File: src/rtl/pll_lock_supervisor.sv
// pll_lock_supervisor: ECP5 PLL lock qualifier and staggered domain reset sequencer; PLL_SUP_RETRY_LIMIT_EN enables the sticky retry-limit FAULT state
module pll_lock_supervisor #(
  parameter int NUM_DOMAINS         = 3,
  parameter int PLL_RST_CYCLES      = 8,
  parameter int LOCK_STABLE_CYCLES  = 1024,
  parameter int LOCK_TIMEOUT_CYCLES = 65536,
  parameter int STAGGER_CYCLES      = 16,
  parameter int MAX_RETRIES         = 4,
  parameter int CNT_W               = 17
) (
  input  logic                   clock,
  input  logic                   reset_n,
  input  logic                   pll_locked,
  output logic                   pll_rst,
  output logic [NUM_DOMAINS-1:0] domain_rst_n,
  output logic                   ready,
  output logic [7:0]             relock_count,
  output logic                   fault
);
  typedef enum logic [2:0] {PLL_RESET, WAIT_LOCK, STABILIZE, RELEASE, RUN, FAULT} state_t;
  state_t                 state, state_n;
  logic [CNT_W-1:0]       cnt, cnt_n;
  logic [7:0]             retry, retry_n, relock_n;
  logic                   s1, lk, pll_rst_n, ready_n, fault_n, loss;
  logic [NUM_DOMAINS-1:0] dom_n;
  always_ff @(posedge clock or negedge reset_n) begin
    if (!reset_n) begin
      s1           <= 1'b0;
      lk           <= 1'b0;
      state        <= PLL_RESET;
      cnt          <= '0;
      retry        <= '0;
      pll_rst      <= 1'b1;
      domain_rst_n <= '0;
      ready        <= 1'b0;
      relock_count <= '0;
      fault        <= 1'b0;
    end else begin
      s1           <= pll_locked;
      lk           <= s1;
      state        <= state_n;
      cnt          <= cnt_n;
      retry        <= retry_n;
      pll_rst      <= pll_rst_n;
      domain_rst_n <= dom_n;
      ready        <= ready_n;
      relock_count <= relock_n;
      fault        <= fault_n;
    end
  end
  assign loss = (state == RELEASE || state == RUN) && !lk;
  always_comb begin
    state_n   = state;
    cnt_n     = cnt + CNT_W'(1);
    retry_n   = retry;
    pll_rst_n = pll_rst;
    dom_n     = domain_rst_n;
    ready_n   = ready;
    relock_n  = relock_count;
    fault_n   = fault;
    case (state)
      PLL_RESET: begin
        pll_rst_n = 1'b1;
        if (cnt == CNT_W'(PLL_RST_CYCLES - 1)) begin
          state_n   = WAIT_LOCK;
          cnt_n     = '0;
          pll_rst_n = 1'b0;
        end
      end
      WAIT_LOCK: begin
        if (lk) begin
          state_n = STABILIZE;
          cnt_n   = '0;
        end else if (cnt == CNT_W'(LOCK_TIMEOUT_CYCLES - 1)) begin
          state_n   = PLL_RESET;
          cnt_n     = '0;
          pll_rst_n = 1'b1;
          retry_n   = (retry == 8'(MAX_RETRIES)) ? retry : retry + 8'd1;
`ifdef PLL_SUP_RETRY_LIMIT_EN
          if (retry_n == 8'(MAX_RETRIES)) begin
            state_n = FAULT;
            fault_n = 1'b1;
          end
`endif
        end
      end
      STABILIZE: begin
        if (!lk) begin
          state_n = WAIT_LOCK;
          cnt_n   = '0;
        end else if (cnt == CNT_W'(LOCK_STABLE_CYCLES - 1)) begin
          state_n = RELEASE;
          cnt_n   = '0;
          retry_n = '0;
        end
      end
      RELEASE: begin
        for (int i = 0; i < NUM_DOMAINS; i++)
          if (cnt == CNT_W'(i * STAGGER_CYCLES)) dom_n[i] = 1'b1;
        if (cnt == CNT_W'((NUM_DOMAINS - 1) * STAGGER_CYCLES)) begin
          state_n = RUN;
          ready_n = 1'b1;
        end
      end
      RUN:     cnt_n = '0;
      FAULT:   cnt_n = cnt;
      default: state_n = PLL_RESET;
    endcase
    // lock loss in RELEASE or RUN drops every domain at once and restarts the PLL
    if (loss) begin
      state_n   = PLL_RESET;
      cnt_n     = '0;
      pll_rst_n = 1'b1;
      dom_n     = '0;
      ready_n   = 1'b0;
      relock_n  = (relock_count == 8'd255) ? relock_count : relock_count + 8'd1;
    end
  end
endmodule

File: config.mk
export PLATFORM = sky130hd
export DESIGN_NAME = pll_lock_supervisor
export DESIGN_NICKNAME = d
export VERILOG_FILES = /design/src/rtl/pll_lock_supervisor.sv
export SDC_FILE = /design/constraint.sdc
export NUM_CORES = 1
export LEC_CHECK = 0
export CAP_MARGIN = 10
export CORE_ASPECT_RATIO = 0.5
export CORE_MARGIN = 4
export CORE_UTILIZATION = 30
export DETAILED_ROUTE_END_ITERATION = 7
export SETUP_SLACK_MARGIN = 0.1
export SYNTH_ARGS = -nofsm -noshare
export SYNTH_HDL_FRONTEND = slang
export SYNTH_SLANG_ARGS = --single-unit
File: constraint.sdc
create_clock -name clock -period 4.7 [get_ports clock]
set_input_delay 0.94 -clock clock [delete_from_list [all_inputs] [get_ports clock]]
set_output_delay 0.94 -clock clock [all_outputs]
set_load 0.02 [all_outputs]
Word level (Yosys, flattened, before mapping)
Index checks and enable logic that the tools add are counted.
{"block": "totals", "reg_bits": 35, "input_bits": 3, "output_inout_bits": 14, "wordCells": 76}
{"block": "classes", "addsub": 2, "eq_ne": 19, "n_mux": 27, "bitwise": 1, "n_reduce_logical": 17}
{"cell": "$mux W17", "n": 6}
{"cell": "$pmux W17 S5", "n": 1}
{"cell": "$mux W3", "n": 9}
{"cell": "$add A17 B1 Y17 const B", "n": 1}
{"cell": "$eq A17 B10 Y1 const B", "n": 1}
{"cell": "$eq A17 B16 Y1 const B", "n": 1}
{"cell": "$eq A17 B3 Y1 const B", "n": 1}
{"cell": "$eq A17 B5 Y1 const B", "n": 1}
{"cell": "$eq A17 B6 Y1 const B", "n": 1}
{"cell": "$logic_not A17 Y1", "n": 1}
{"cell": "$pmux W3 S5", "n": 1}
{"cell": "$mux W1", "n": 9}
{"cell": "$ne A3 B3 Y1 const B", "n": 3}
{"cell": "$add A8 B1 Y8 const B", "n": 1}
{"cell": "$eq A8 B8 Y1 const B", "n": 1}
{"cell": "$ne A4 B4 Y1 const B", "n": 2}
{"cell": "$reduce_and A2 Y1", "n": 4}
{"cell": "$reduce_bool A2 Y1", "n": 4}
{"cell": "$eq A3 B2 Y1 const B", "n": 2}
{"cell": "$eq A3 B3 Y1 const B", "n": 2}
{"cell": "$reduce_and A5 Y1", "n": 1}
{"cell": "$eq A3 B1 Y1 const B", "n": 1}
{"cell": "$logic_not A3 Y1", "n": 1}
{"cell": "$ne A3 B2 Y1 const B", "n": 1}
{"cell": "other kinds (10)", "n": 10}

Depth between registers and ports, before layout
{"block": "logic_depth", "ltp_word": 5, "ltp_mapped": 12, "mapped_depth_nobuf": 11}

Worst setup path after synthesis
Ideal clock, no wire load.
{"block": "synth_path", "path_type": "reg2reg", "startpoint": "reg cnt[0]", "endpoint": "reg cnt[11]", "setup_ns": 0.119, "t_arrival_ns": 2.351, "required_time_ns": 4.581, "path_slack_ns": 2.230, "path_stages_with_launch": 13, "n_path_buf": 1, "synth_period_minus_slack_ns": 2.470, "path_cell_list": "dfrtp_1 ha_1 and4_1 nand3_1 or3_1 inv_1 ha_1 nor3_1 a22oi_1 a31oi_1 o311ai_4 buf_6 nor2_1"}
{"block": "synth_between", "elab_chain_cells": 5, "elab_cells_between_ends": 11, "classes_between": "1 x add/sub; 3 x eq/ne; 7 x mux"}
{"item": "start, declared", "line_no": "22", "text": "logic [CNT_W-1:0] cnt, cnt_n;"}
{"item": "start signal, assigned", "line_no": "42", "text": "cnt <= cnt_n;"}
{"item": "$add A17 B1 Y17, or another cell as far along", "line_no": "54", "text": "cnt_n = cnt + CNT_W'(1);"}
{"item": "$mux W17, on equally long branches", "line_no": "91, 74"}
{"item": "$mux W17, on equally long branches", "line_no": "88, 71"}
{"item": "$pmux W17 S5 *", "line_no": "61", "text": "case (state)"}
{"item": "$mux W17 *", "line_no": "110", "text": "if (loss) begin"}
Mark *: on every way between the ends. The rest lies on a longest branch, timed or not.
A chain may end at the register's enable or synchronous reset.

Worst setup path after layout
{"block": "layout_path", "startpoint": "reg cnt[0]", "endpoint": "reg cnt[5]"}
The elaborated chain is that of the path after synthesis.

==> results.sh <==
export IMPL_worst_path_max_delay_cell="o311ai_4"
export IMPL_rr_worst_depth=11
export IMPL_cts_sinks=34
export IMPL_wl_um=3970
export IMPL_first_global_vias=1453
export IMPL_dieHeight_um=64.5
export IMPL_fin_crit_sh_pct=60.6
export IMPL_maxSlewViolCount=0
export IMPL_crit_arrival_ns=2.99
export IMPL_antenna_found_initial=0
export IMPL_syn_area_um2=1920
export IMPL_overflow=0
export IMPL_required_ns=4.84
export IMPL_vdd_drop_max_mv=0.195
export IMPL_remaining_drc_errors=0
export IMPL_start_kind="flip-flop"
export IMPL_die_w_um=121
export IMPL_final_layout_size_suffix_gt1_share_pct=10.6
export IMPL_cts_setup_buffers=0
export IMPL_grt_pass1_wl_um=7150
export IMPL_root_buffer="clkbuf_16"
export IMPL_crit_cells=11
export IMPL_multiInputGateArea_um2=983
export IMPL_leakagePower_nw=0.967
export IMPL_final_cell_mix="dfrtp_1, nand2_1, nor2_1, clkdlybuf4s50_1, xnor2_1"
export IMPL_clock_skew_ns=0.00485
export IMPL_critPathCaptureType="flip-flop"
export IMPL_place_congestion=0.813
export IMPL_ioPinCount=17
export IMPL_syn_nets=208
export IMPL_nets=224
export IMPL_cts_max_path_buffers=2
export IMPL_critPathMaxStageDelay_ns=0.61
export IMPL_cp_common_cell="ha_1"
export IMPL_critPathTopFamily="simple AND/OR/NAND/NOR gates"
export IMPL_crit_buf_inv=1
export IMPL_synth_seq_area_share_pct=44.5
export IMPL_worstSetupPathType="reg2reg"
export IMPL_rsz0062_at_grt="false"
export IMPL_crit_path_cell_trace="ha_1 -> and4_1 -> nand3_1 -> or3_1 -> inv_1 -> ha_1 -> nor3_1 -> a22oi_1 -> a31oi_1 -> o311ai_4 -> nor2_1"
export IMPL_grt_max_degree=35
export IMPL_synth_area_per_cell_um2=9.58
export IMPL_diodes=0
export IMPL_power_density_nw_per_um2=438
export IMPL_min_period_ns=2.85
export IMPL_drtIter0Drc=48
export IMPL_insertion_delay_ns=0.28
export IMPL_start_util_pct=31.2
export IMPL_hp_class="reg2reg"
export IMPL_ctsHoldBuffers=0
export IMPL_slew_headroom_pct=61.3
export IMPL_core_um2=6130
export IMPL_area_growth_pct=19.5
export IMPL_synth_edff_count=0
export IMPL_vias=1476
export IMPL_synth_warning_count=0
export IMPL_routed_via_density=4.84
export IMPL_tightestPinTransition_ns=0.579
export IMPL_max_freq_ghz=0.351
export IMPL_regArea_um2=852
export IMPL_htreeDepth=2
export IMPL_nFillCells=637
export IMPL_floorplan_rows=20
export IMPL_path_max_fanout=13
export IMPL_syn_inst=200
export IMPL_numCtsBuffers=5
export IMPL_first_pass_iters=4
export IMPL_finalHoldViolCount=0
export IMPL_ctsResizeCount=0
export IMPL_grt_usage_pct=11.8
export IMPL_clkTransAtPathRegs_ns=0.05
export IMPL_setup_violations=0
export IMPL_synth_seq_cells=34
export IMPL_cts_tree="built"
export IMPL_cap_violations=0
export IMPL_async_reset_ff_share_pct=100
export IMPL_holdPathStages=0
export IMPL_avgRoutedWirePerCell_um=13.0
export IMPL_whs_ns=0.349
export IMPL_layout_commonest_cell="dfrtp_1"
export IMPL_dieArea_um2=7810
export IMPL_hpwl_um=2820
export IMPL_portBuffers=15
export IMPL_utilization_pct=37.3
export IMPL_tns_ns=0
export IMPL_ant_nets=0
export IMPL_status="completed"
export IMPL_synth_top_flop_cell="dfrtp_1"
export IMPL_synth_distinct_cells=48
## state kept, by name (all words and copies together) (netlist names)
name / flops
domain_rst_n: 3
relock_count: 8
s1: 1
pll_rst: 1
state: 3
lk: 1
cnt: 17
## cell type report
class | instances | share of cell area (%)
clock inverters | 1 | 0.219
flip-flops and latches | 34 | 37.2
inverters | 10 | 1.64
clock buffers | 7 | 6.23
multi-input cells | 149 | 43.0
repair buffers | 16 | 6.89
well taps | 88 | 4.81
## final timing paths
kind	startpoint	to	slack (ns)
max	cnt[0]	cnt[5]	1.85
min	s1	lk	0.35
max reg2reg	cnt[0]	cnt[5]	1.85
min reg2reg	s1	lk	0.35
max in group asynchronous	reset_n	pll_rst	3.30
min in group asynchronous	reset_n	lk	1.07
## logic make-up after synthesis
kind of cell	Yosys count	synth area share (%)
adders and majority gates	5	3.27
xor gates and xnor gates	21	9.60
AOI/OAI and AO/OA	26	11.1
other	1	0.196
and+or+nand+nor	95	26.6
DFF	34	44.5
buffers and inverters	17	4.18
muxes	1	0.588
## metrics by stage
step                power, mW  instances  cell area (um2)  setup slack (ns)
finish                   1.00        305             2290              1.85
global route             1.07        305             2290              1.54
CTS                      1.02        305             2290              1.84
detailed placement      0.675        297             2140              1.85
global placement        0.672        297             2140              1.93
floorplan               0.595        200             1920              2.23
## layer usage
| metal | track usage [%] | part of all wire (%) | vias up |
|---|---|---|---|
| li1 | - | - | 731 |
| met1 | 15.2 | 49 | 701 |
| met2 | 17.8 | 44 | 38 |
| met3 | 3.66 | 4.1 | 6 |
| met4 | 5.93 | 2.1 | 0 |
| met5 | 0 | 0 | - |
## report_power, final
group	internal (mW)	switching, mW	leakage, nW	total [mW]
Sequential	0.334	0.0577	0.454	0.391
Clock	0.210	0.119	0.0739	0.329
Combinational	0.122	0.159	0.440	0.281
Total	0.665	0.336	0.967	1.00
## synthesized netlist by cell type (all sizes together), types with 4 or more instances
master,n,area [um2]
xor2,8,70.1
nor2,24,92.6
nand2,24,90.1
dfrtp,33,826
buf,4,31.3
o21ai,4,20.0
a31oi,7,58.8
xnor2,13,114
and3,5,31.3
ha,5,62.6
nor3,9,45.0
nand4,10,62.6
inv,10,37.5
or3,4,26.3
## worst register-to-register path, stage by stage (launching register included)
cell and delay (ns):
dfrtp_1 0.40, ha_1 0.22, and4_1 0.27, nand3_1 0.09
or3_1 0.42, inv_1 0.07, ha_1 0.16, nor3_1 0.06
a22oi_1 0.18, a31oi_1 0.12, o311ai_4 0.61, nor2_1 0.11
Note: power is estimated with default switching activity, not from simulation.
